`src/rtl/ram_phase_arbiter.sv`:
```
// ram_phase_arbiter
//   Owns the single program/data RAM port for one complete run and shares it
//   between the UART receiver (program load), the processor (execution) and
//   the UART transmitter (result dump). It sequences LOAD -> RUN -> DUMP ->
//   DONE and raises UART2RAMCompleted so the control unit may start.
//
// Ports
//   clk, reset          single clock, synchronous active-high reset
//   rx_valid, rx_data   byte pulses from the UART receiver (used in LOAD only)
//   cpu_en/we/addr/wdata  processor RAM request, passed straight through in RUN
//   EndOperations       processor halted (level), sampled in RUN only
//   tx_valid, tx_data, tx_ready  byte stream to the UART transmitter
//   ram_en/we/addr/wdata  RAM port command; ram_rdata arrives one cycle after a read
//   UART2RAMCompleted   load finished, processor may run
//   phase               0 LOAD, 1 RUN, 2 DUMP (all read/transmit states), 3 DONE
//   state_dbg           raw FSM state encoding for observation
//
// Transmit handshake: a byte moves from this block to the transmitter on a
// rising edge where tx_valid and tx_ready are both 1. While tx_valid is 1
// and tx_ready is 0, tx_valid and tx_data hold their values.

module ram_phase_arbiter #(
   parameter int ADDR_W     = 8,
   parameter int LOAD_WORDS = 256,
   parameter int DUMP_BASE  = 0,
   parameter int DUMP_WORDS = 256
) (
   input  logic              clk,
   input  logic              reset,
   input  logic              rx_valid,
   input  logic [7:0]        rx_data,
   input  logic              cpu_en,
   input  logic              cpu_we,
   input  logic [ADDR_W-1:0] cpu_addr,
   input  logic [15:0]       cpu_wdata,
   input  logic              EndOperations,
   input  logic              tx_ready,
   output logic              tx_valid,
   output logic [7:0]        tx_data,
   output logic              ram_en,
   output logic              ram_we,
   output logic [ADDR_W-1:0] ram_addr,
   output logic [15:0]       ram_wdata,
   input  logic [15:0]       ram_rdata,
   output logic              UART2RAMCompleted,
   output logic [1:0]        phase,
   output logic [2:0]        state_dbg
);

   typedef enum logic [2:0] {
      S_LOAD      = 3'd0,
      S_RUN       = 3'd1,
      S_DUMP_RD   = 3'd2,
      S_DUMP_WAIT = 3'd3,
      S_TX_HI     = 3'd4,
      S_TX_LO     = 3'd5,
      S_DONE      = 3'd6
   } state_t;

   localparam logic [ADDR_W:0]   LOAD_N   = (ADDR_W+1)'(LOAD_WORDS);
   localparam logic [ADDR_W:0]   DUMP_N   = (ADDR_W+1)'(DUMP_WORDS);
   localparam logic [ADDR_W-1:0] BASE_A   = ADDR_W'(DUMP_BASE);
   localparam logic [ADDR_W:0]   CNT_ONE  = (ADDR_W+1)'(1);
   localparam logic [ADDR_W-1:0] ADDR_ONE = ADDR_W'(1);

   state_t            state;
   logic [ADDR_W:0]   load_cnt;
   logic [7:0]        hi_buf;
   logic              hi_flag;
   logic [ADDR_W-1:0] dump_ptr;
   logic [ADDR_W:0]   dump_cnt;
   logic [15:0]       tx_buf;
   logic              completed;
   logic              load_word;

   // Second byte of a pair: the word is written in this very cycle.
   assign load_word = (state == S_LOAD) && rx_valid && hi_flag;

   always_ff @(posedge clk) begin
      if (reset) begin
         state     <= S_LOAD;
         load_cnt  <= '0;
         hi_buf    <= '0;
         hi_flag   <= 1'b0;
         dump_ptr  <= '0;
         dump_cnt  <= '0;
         tx_buf    <= '0;
         completed <= 1'b0;
      end else begin
         case (state)
            S_LOAD: begin
               if (rx_valid) begin
                  if (!hi_flag) begin
                     hi_buf  <= rx_data;
                     hi_flag <= 1'b1;
                  end else begin
                     hi_flag  <= 1'b0;
                     load_cnt <= load_cnt + CNT_ONE;
                     // Leave LOAD on the edge that completes the last write.
                     if (load_cnt + CNT_ONE == LOAD_N) begin
                        state     <= S_RUN;
                        completed <= 1'b1;
                     end
                  end
               end
            end
            S_RUN: begin
               if (EndOperations) begin
                  state    <= S_DUMP_RD;
                  dump_ptr <= BASE_A;
                  dump_cnt <= '0;
               end
            end
            S_DUMP_RD: state <= S_DUMP_WAIT;
            S_DUMP_WAIT: begin
               tx_buf <= ram_rdata;
               state  <= S_TX_HI;
            end
            S_TX_HI: begin
               if (tx_ready) state <= S_TX_LO;
            end
            S_TX_LO: begin
               if (tx_ready) begin
                  dump_ptr <= dump_ptr + ADDR_ONE;   // wraps modulo 2^ADDR_W
                  dump_cnt <= dump_cnt + CNT_ONE;
                  if (dump_cnt + CNT_ONE == DUMP_N) state <= S_DONE;
                  else                              state <= S_DUMP_RD;
               end
            end
            S_DONE:  state <= S_DONE;
            default: state <= S_LOAD;
         endcase
      end
   end

   // RAM port mux: decoded from the registered state plus the live inputs of
   // the current owner, so load writes and processor accesses add no latency.
   always_comb begin
      ram_en    = 1'b0;
      ram_we    = 1'b0;
      ram_addr  = '0;
      ram_wdata = '0;
      case (state)
         S_LOAD: begin
            if (load_word) begin
               ram_en    = 1'b1;
               ram_we    = 1'b1;
               ram_addr  = load_cnt[ADDR_W-1:0];
               ram_wdata = {hi_buf, rx_data};
            end
         end
         S_RUN: begin
            ram_en    = cpu_en;
            ram_we    = cpu_we;
            ram_addr  = cpu_addr;
            ram_wdata = cpu_wdata;
         end
         S_DUMP_RD: begin
            ram_en   = 1'b1;
            ram_addr = dump_ptr;
         end
         default: ;
      endcase
   end

   always_comb begin
      tx_valid = 1'b0;
      tx_data  = 8'h00;
      phase    = 2'd2;
      case (state)
         S_LOAD: phase = 2'd0;
         S_RUN:  phase = 2'd1;
         S_DONE: phase = 2'd3;
         S_TX_HI: begin
            tx_valid = 1'b1;
            tx_data  = tx_buf[15:8];
         end
         S_TX_LO: begin
            tx_valid = 1'b1;
            tx_data  = tx_buf[7:0];
         end
         default: ;
      endcase
   end

   assign UART2RAMCompleted = completed;
   assign state_dbg         = state;

endmodule

```
`config.mk`:
```
export PLATFORM = sky130hd
export DESIGN_NAME = ram_phase_arbiter
export DESIGN_NICKNAME = d
export VERILOG_FILES = /design/src/rtl/ram_phase_arbiter.sv
export SDC_FILE = /design/constraint.sdc
export NUM_CORES = 1
export LEC_CHECK = 0
export ABC_AREA = 1
export BUFFER_PORTS_ARGS = -buffer_cell sky130_fd_sc_hd__buf_4
export CAP_MARGIN = 40
export CELL_PAD_IN_SITES_DETAIL_PLACEMENT = 1
export CELL_PAD_IN_SITES_GLOBAL_PLACEMENT = 1
export CORE_UTILIZATION = 39
export CTS_BUF_LIST = sky130_fd_sc_hd__clkbuf_8
export DETAILED_ROUTE_END_ITERATION = 16
export GPL_TIMING_DRIVEN = 1
export PLACE_DENSITY_LB_ADDON = 0.1
export SYNTH_ARGS = -nofsm -noshare
export SYNTH_HDL_FRONTEND = slang
export SYNTH_SLANG_ARGS = --single-unit
```
`constraint.sdc`:
```
create_clock -name clk -period 2.5 [get_ports clk]
set_input_delay 0.5 -clock clk [delete_from_list [all_inputs] [get_ports clk]]
set_output_delay 0.5 -clock clk [all_outputs]
set_load 0.01 [all_outputs]
```
==> results of run 1 <==
worst reg2reg max path, delay by kind of cell (launching register included):
family,cells,cell delay [ns]
AND/OR/NAND/NOR,6,0.69
buffers and inverters,3,0.49
AO/OA/AOI/OAI,2,0.21
flip-flops,1,0.46
synth_stat cells, drive strengths merged:
cell type,number
xor2,4
nor3,3
ha,4
nand3b,2
clkinv,2
o21ai,36
a21oi,20
o22ai,5
o221ai,5
nand4,5
dfxtp,55
buf,6
inv,45
clkbuf,8
a22o,17
nand2,110
nand3,27
nor3b,2
nor2,83
o211ai,4
o21bai,1
stage by stage:
step	cell area, sq um	utilization	power, mW	instances	setup WS (ns)
after floorplan	3010	-	1.80	444	0.527
after global placement	3810	0.517	2.25	629	0.454
after detailed placement	3810	0.517	2.29	629	0.357
after CTS	3890	0.528	2.78	636	0.00651
after global routing	3910	0.531	2.97	637	0.0202
final	3910	0.531	2.78	637	0.158
kinds of logic after synthesis:
family | share of synthesized area
buffers and inverters | 0.0824
DFF | 0.366
and+or+nand+nor | 0.340
AOI/OAI and AO/OA | 0.183
adders and majority gates | 0.0167
xor gates and xnor gates | 0.0117
report_power, final:
| group | internal, mW | switching [mW] |
|---|---|---|
| Clock | 0.193 | 0.295 |
| Combinational | 0.518 | 0.712 |
| Sequential | 0.969 | 0.0930 |
routing by layer:
layer	up-vias	wire (um)	share of wire	GRT usage
li1	1641	-	-	-
met1	1551	4260	0.46	0.287
met2	68	4490	0.49	0.403
met3	11	363	0.039	0.0415
met4	0	119	0.013	0.0697
met5	-	0	0	0
placed cells by master (no fill, tap or decap), types with 3 or more instances in the layout:
master,instances
a21oi_1,19
nor3_1,3
nand2_1,105
nand3_1,27
inv_1,40
o221ai_1,5
dfxtp_1,52
xor2_1,4
a22o_1,17
o211ai_1,4
buf_4,100
nand2_4,4
o22ai_1,5
o21ai_0,34
ha_1,4
nor2_1,77
inv_2,3
nor2_4,3
dfxtp_2,3
clkbuf_8,5
nand4_1,5
area by class of cell:
cell class | instances | area share
clock inverter | 2 | 0.00352
inverter | 47 | 0.0464
clock buffer | 5 | 0.0176
timing repair buffer | 101 | 0.195
multi-input combinational | 328 | 0.424
tap | 99 | 0.0317
sequential | 55 | 0.282
state kept, by name, indices dropped and copies added (netlist names):
register	flops
state_dbg	3
hi_flag	1
load_cnt	9
dump_ptr	8
UART2RAMCompleted	1
tx_buf	16
dump_cnt	9
hi_buf	8
worst max path at each step:
stage                     slack, ns  cells after the start       endpoint          from
after floorplan                0.53                      8    ram_addr[1]  state_dbg[2]
after global placement         0.45                      8  ram_wdata[14]  state_dbg[2]
after detailed placement       0.36                      8  ram_wdata[15]  state_dbg[2]
after CTS                     0.007                      8  ram_wdata[15]  state_dbg[2]
after global routing           0.02                      8    ram_addr[6]  state_dbg[2]
final                          0.16                      8   ram_wdata[5]  state_dbg[2]
timing repair:
item / in CTS / in global routing
resized for setup: 0 / 5
buffers inserted: 0 / 1
setup endpoints to repair: 0 / 25
==> results.json, run 1 <==
{
  "outcome": "completed",
  "ios": 96,
  "worstPathCellList": "inv_4, nand2_1, nor2_2, nand2_2, nor2_4, buf_6, a22o_1, buf_4",
  "end_kind": "output pin",
  "skew_ns": 0.00917,
  "power_density_nw_per_um2": 711,
  "min_period_ns": 2.34,
  "ir_worst_vdd_uv": 298,
  "r2r_end": "dump_ptr[2]",
  "root_buffer": "clkbuf_8",
  "drc": 0,
  "ys_seq_elements": 55,
  "synth.largest_area_cell": "dfxtp_1",
  "vias": 3271,
  "dieArea_sq_um": 8060,
  "grt_overflow_total": 0,
  "cts_hold_buf": 0,
  "synthTopCellsByArea": "dfxtp_1 37%, nand2_1 13%, nor2_1 9.6%, o21ai_0 5.7%, inv_1 5.0%",
  "fp-row-count": 31,
  "power.leakage_nw": 1.83,
  "cpPeakStageDelay_ns": 0.39,
  "syn2layout_area_growth_pct": 30.1,
  "clockBufferDepth": 2,
  "cts_num_sinks": 55,
  "worstSetupStartpointType": "flop",
  "holdWs_ns": 0.397,
  "hold_viol_final": 0,
  "path_buf_inv": 3,
  "port_buffers": 95,
  "ys_warn_count": 0,
  "critical_path_class": "flop to output pin",
  "rsz0062_at_grt": "false",
  "fillerInstances": 996,
  "setup_viol": 0,
  "ys_seq_area_frac": 0.366,
  "drt_iter0_drc": 63,
  "rrSetupSlack_ns": 0.59,
  "tns_ns": 0,
  "hold_path_class": "input pin to flop",
  "wl_per_cell_um": 14.5,
  "critPathArrivalTime_ns": 1.84,
  "cap_violations": 0,
  "grt_pass1_wl_um": 15200,
  "gp_congestion": 0.877,
  "cts_buffers": 5,
  "hpwl_um": 7020,
  "synthCells": 444,
  "grtUsageTotal": 0.230,
  "die_h_um": 89.8,
  "path_delay_family": "simple AND/OR/NAND/NOR gates",
  "initial_utilization": 0.408,
  "syn_nets": 503,
  "synth.distinct_cells": 33,
  "cp.required_ns": 2.00,
  "crit-reg2reg-launch": "state_dbg[0]",
  "grt_max_degree": 22,
  "whs_endpoint": "tx_buf[5]",
  "core_area_sq_um": 7370,
  "ant_nets": 0,
  "cp_max_fo": 21,
  "rr_worst_depth": 11,
  "holdPathStages": 3,
  "period_share": 0.937,
  "multi_input_area_sq_um": 1660,
  "synth_top_area_share": 0.366,
  "drt_wl_total_um": 9230,
  "viasPerCell": 5.14,
  "grt_pass1_vias": 3282,
  "die_w_um": 89.8,
  "netlist_area_sq_um": 3010,
  "worst_pin_slew_ns": 0.511,
  "slowest_stage": "dfxtp_2",
  "relSlewSlack": 0.659,
  "htreeDepth": 2,
  "fin_nets": 597,
  "tritoncts": "done",
  "antenna_found_initial": 0,
  "min-delay-start": "ram_rdata[5]",
  "regArea_sq_um": 1100,
  "drive_gt1_frac": 0.243,
  "max_freq_mhz": 427,
  "path_clk_slew_ns": 0.10,
  "syn_avg_cell_area_sq_um": 6.77,
  "dr.pass1.iters": 4,
  "drv_slew": 0,
  "diodes": 0,
  "clk_latency_ns": 0.32
}
No activity file was read; power rests on OpenSTA's default activity.
==> run 2: changes to the inputs <==
- REMOVE_ABC_BUFFERS: not set -> 1
- SKIP_LAST_GASP: not set -> 1
==> results.json, run 2 (synthesized netlist as in run 1, its figures left out) <==
{
  "drc": 0,
  "hold_viol_final": 0,
  "skew_ns": 0.00980,
  "layout.cells.non_filler": 637,
  "dr.pass1.iters": 4,
  "critPathArrivalTime_ns": 1.81,
  "tritoncts": "done",
  "maxUsedRoutingLayer": "met4",
  "final_common_cell": "nand2_1",
  "largest_reg_flops": 16,
  "post_cts_resized": 0,
  "hold_path_class": "input pin to flop",
  "vias": 3273,
  "drive_gt1_frac": 0.243,
  "grtUsageTotal": 0.238,
  "hpwl_um": 7020,
  "period_share": 0.923,
  "dieArea_sq_um": 8060,
  "drv_slew": 0,
  "port_buffers": 95,
  "gp_congestion": 0.858,
  "worstPathCellList": "inv_2, nand2_1, nor2_2, nand2_2, nor2_4, buf_6, a22o_1, buf_4",
  "power_density_nw_per_um2": 735,
  "cap_violations": 0,
  "r2r_end": "dump_ptr[2]",
  "grt_max_degree": 28,
  "ios": 96,
  "drt_iter0_drc": 104,
  "rr_worst_depth": 12,
  "grt_pass1_wl_um": 15900,
  "core_area_sq_um": 7370,
  "power_mw": 2.89,
  "drt_wl_total_um": 9350,
  "cts_buffers": 5,
  "path_clk_slew_ns": 0.10,
  "clk_latency_ns": 0.31,
  "worstSetupStartpointType": "flop",
  "holdPathStages": 3,
  "ir_worst_vdd_uv": 320,
  "die_h_um": 89.8,
  "crit_start": "state_dbg[2]",
  "end_kind": "output pin",
  "whs_endpoint": "tx_buf[3]",
  "ant_nets": 0,
  "placed_cells": 629,
  "syn2layout_area_growth_pct": 30.8,
  "critical_path_class": "flop to output pin",
  "wl_met2_um": 4740,
  "max_freq_mhz": 433,
  "wl_per_cell_um": 14.7,
  "final_cell_mix": "105 x nand2_1, 99 x buf_4, 77 x nor2_1",
  "tns_ns": 0,
  "grt_overflow_total": 0,
  "relSlewSlack": 0.648,
  "outcome": "completed",
  "reg_top3": "tx_buf x16, dump_cnt x9, load_cnt x9",
  "utilization": 0.533,
  "cp.required_ns": 2.00,
  "setup_viol": 0,
  "cpPeakStageDelay_ns": 0.38,
  "slowest_stage": "dfxtp_2",
  "fin_nets": 596,
  "fp-row-count": 31,
  "regMostFlops": "tx_buf",
  "root_buffer": "clkbuf_8",
  "viasPerCell": 5.14,
  "grt_pass1_vias": 3508,
  "wl_met3_um": 459,
  "die_w_um": 89.8,
  "min-delay-start": "ram_rdata[3]",
  "post_cts_buffers": 0,
  "diodes": 0,
  "worst_pin_slew_ns": 0.528,
  "htreeDepth": 2,
  "initial_utilization": 0.408,
  "power.leakage_nw": 1.84,
  "clockBufferDepth": 2,
  "min_period_ns": 2.31,
  "cp_max_fo": 21,
  "rrSetupSlack_ns": 0.59,
  "antenna_found_initial": 0,
  "rsz0062_at_grt": "false",
  "crit-reg2reg-launch": "state_dbg[1]",
  "cts_num_sinks": 55,
  "wl_met1_um": 4080,
  "cts_hold_buf": 0
}
==> run 2: stage by stage <==
step	area, sq um	setup WS (ns)	hold WS, ns
3_3_place_gp	3810	0.487	0.466
4_1_cts	3920	0.0555	0.394
2_1_floorplan	2940	0.369	0.451
3_5_place_dp	3810	0.418	0.470
5_1_grt	3930	0.0236	0.393
6_report	3930	0.193	0.403
==> run 2: worst max-delay path by stage <==
| stage | end | cells after the start |
|---|---|---|
| 6_report | ram_wdata[15] | 8 |
| 5_1_grt | ram_wdata[12] | 8 |
| 4_1_cts | ram_wdata[15] | 8 |
| 3_5_place_dp | ram_wdata[11] | 8 |
| 3_3_place_gp | ram_wdata[11] | 8 |
| 2_1_floorplan | ram_addr[1] | 7 |
==> run 2: critical path, delay by kind of cell, from the launching register on <==
family	cells	cell delay, ns
AO/OA/AOI/OAI	1	0.16
buffers and inverters	3	0.45
flip-flops	1	0.38
AND/OR/NAND/NOR	4	0.51
==> run 2: where the power goes <==
group | internal [mW] | switching [mW]
combinational | 0.504 | 0.715
clock | 0.299 | 0.314
sequential | 0.969 | 0.0893
==> run 2: metal layers <==
layer  GRT usage  vias up
li1            -     1640
met1       0.281     1558
met2       0.431       69
met3      0.0525        6
met4      0.0669        0
met5           0        -
==> run 2: layout make-up <==
cell class                      instances  area (sq um)
Fill cell                            1009          3440
Multi-Input combinational cell        328          1660
Sequential cell                        55          1100
Timing Repair Buffer                  100           754
Inverter                               47           179
Tap cell                               99           124
Clock buffer                            5          68.8
Clock inverter                          3          43.8
==> run 3: changes to the inputs <==
- CTS_BUF_LIST: sky130_fd_sc_hd__clkbuf_8 -> sky130_fd_sc_hd__clkbuf_4 sky130_fd_sc_hd__clkbuf_8
- MAX_ROUTING_LAYER: not set -> met4
==> results.json, run 3 (synthesized netlist as in run 1, its figures left out) <==
{
  "clockBufferDepth": 2,
  "rrSetupSlack_ns": 0.60,
  "hold_path_class": "input pin to flop",
  "utilization": 0.533,
  "grtUsageTotal": 0.246,
  "dpl_cell_area_sq_um": 3810,
  "ios": 96,
  "cpPeakStageDelay_ns": 0.38,
  "rr_worst_depth": 12,
  "cp_max_fo": 21,
  "cts_num_sinks": 55,
  "htreeDepth": 2,
  "grt_max_degree": 28,
  "worstPathCellList": "inv_2, nand2_1, nor2_2, nand2_2, nor2_4, buf_6, a22o_1, buf_4",
  "dr.pass1.iters": 4,
  "diodes": 0,
  "initial_utilization": 0.408,
  "largest_reg_flops": 16,
  "holdPathStages": 3,
  "path_clk_slew_ns": 0.10,
  "min_period_ns": 2.31,
  "final_common_cell": "nand2_1",
  "worstSetupStartpointType": "flop",
  "ant_nets": 0,
  "crit-reg2reg-launch": "state_dbg[1]",
  "cts_hold_buf": 0,
  "grt_overflow_total": 0,
  "viasPerCell": 5.16,
  "vias": 3289,
  "drv_slew": 0,
  "critical_path_class": "flop to output pin",
  "power.internal_mw": 1.77,
  "fp-row-count": 31,
  "wl_per_cell_um": 14.7,
  "slowest_stage": "dfxtp_2",
  "power.leakage_nw": 1.84,
  "setup_viol": 0,
  "cp.required_ns": 2.00,
  "min-delay-start": "ram_rdata[3]",
  "combPwrFrac": 0.421,
  "die_w_um": 89.8,
  "drt_iter0_drc": 114,
  "gp_congestion": 0.871,
  "end_kind": "output pin",
  "hpwl_um": 7020,
  "clk_latency_ns": 0.31,
  "post_cts_buffers": 0,
  "core_area_sq_um": 7370,
  "grt_pass1_wl_um": 15900,
  "max_freq_mhz": 433,
  "rsz0062_at_grt": "false",
  "r2r_end": "dump_ptr[2]",
  "cap_violations": 0,
  "fin_area_sq_um": 3930,
  "power_density_nw_per_um2": 735,
  "relSlewSlack": 0.635,
  "period_share": 0.924,
  "final_cell_mix": "105 x nand2_1, 99 x buf_4, 77 x nor2_1",
  "clkPwrFrac": 0.212,
  "p_seq_frac": 0.367,
  "die_h_um": 89.8,
  "swShare": 0.386,
  "whs_endpoint": "tx_buf[3]",
  "critPathArrivalTime_ns": 1.81,
  "holdWs_ns": 0.403,
  "tritoncts": "done",
  "tns_ns": 0,
  "antenna_found_initial": 0,
  "drive_gt1_frac": 0.243,
  "skew_ns": 0.00869,
  "reg_top3": "tx_buf x16, dump_cnt x9, load_cnt x9",
  "ir_worst_vdd_uv": 320,
  "root_buffer": "clkbuf_8",
  "regMostFlops": "tx_buf",
  "drt_wl_total_um": 9380,
  "cts_buffers": 5,
  "post_cts_resized": 0,
  "grt_pass1_vias": 3507,
  "outcome": "completed",
  "fillerInstances": 1009,
  "worst_pin_slew_ns": 0.547,
  "hold_viol_final": 0,
  "fin_nets": 596,
  "p_switching_mw": 1.12,
  "port_buffers": 95,
  "drc": 0,
  "syn2layout_area_growth_pct": 30.8,
  "dieArea_sq_um": 8060
}
[run 3: cell counts in the layout (fill, tap and decap cells not counted)]
No cell type changed its count.
[run 3: how the worst max path moves through the flow]
stage / startpoint / end / cells after the start
6_report: state_dbg[2] / ram_wdata[15] / 8
5_1_grt: state_dbg[2] / ram_wdata[12] / 8
4_1_cts: state_dbg[2] / ram_wdata[15] / 8
3_5_place_dp: state_dbg[2] / ram_wdata[11] / 8
3_3_place_gp: state_dbg[2] / ram_wdata[11] / 8
2_1_floorplan: state_dbg[2] / ram_addr[1] / 7
[run 3: power groups by stage]
stage | clock [mW] | sequential (mW) | combinational (mW)
after global placement | 0 | 1.07 | 1.19
after floorplan | 0 | 1.06 | 0.694
after global routing | 0.661 | 1.07 | 1.34
after CTS | 0.629 | 1.05 | 1.23
after detailed placement | 0 | 1.07 | 1.23
final | 0.613 | 1.06 | 1.22
[run 3: worst max-delay path: cells and delay by family, from the launching register on]
family          cells  cell delay, ns
compound gates      1            0.16
simple gates        4            0.51
flops               1            0.38
buf+inv             3            0.45
[run 3: metrics by stage]
stage | power, mW | worst slack, ns | instances
2_1_floorplan | 1.75 | 0.369 | 430
3_3_place_gp | 2.26 | 0.487 | 629
3_5_place_dp | 2.30 | 0.418 | 629
4_1_cts | 2.92 | 0.0555 | 637
5_1_grt | 3.07 | 0.0207 | 637
6_report | 2.89 | 0.191 | 637
[run 3: layer usage]
layer	up-vias	track usage	wire [um]
met5	-	-	0
met4	0	0.0628	77
met3	7	0.0525	447
met2	75	0.431	4740
met1	1565	0.283	4120
li1	1642	-	-
[run 3: final cells by class]
cell class / count / area (sq um) / area share
Clock buffer: 5 / 68.8 / 0.0175
Clock inverter: 3 / 43.8 / 0.0111
Inverter: 47 / 179 / 0.0455
Multi-Input combinational cell: 328 / 1660 / 0.421
Sequential cell: 55 / 1100 / 0.281
Tap cell: 99 / 124 / 0.0315
Timing Repair Buffer: 100 / 754 / 0.192
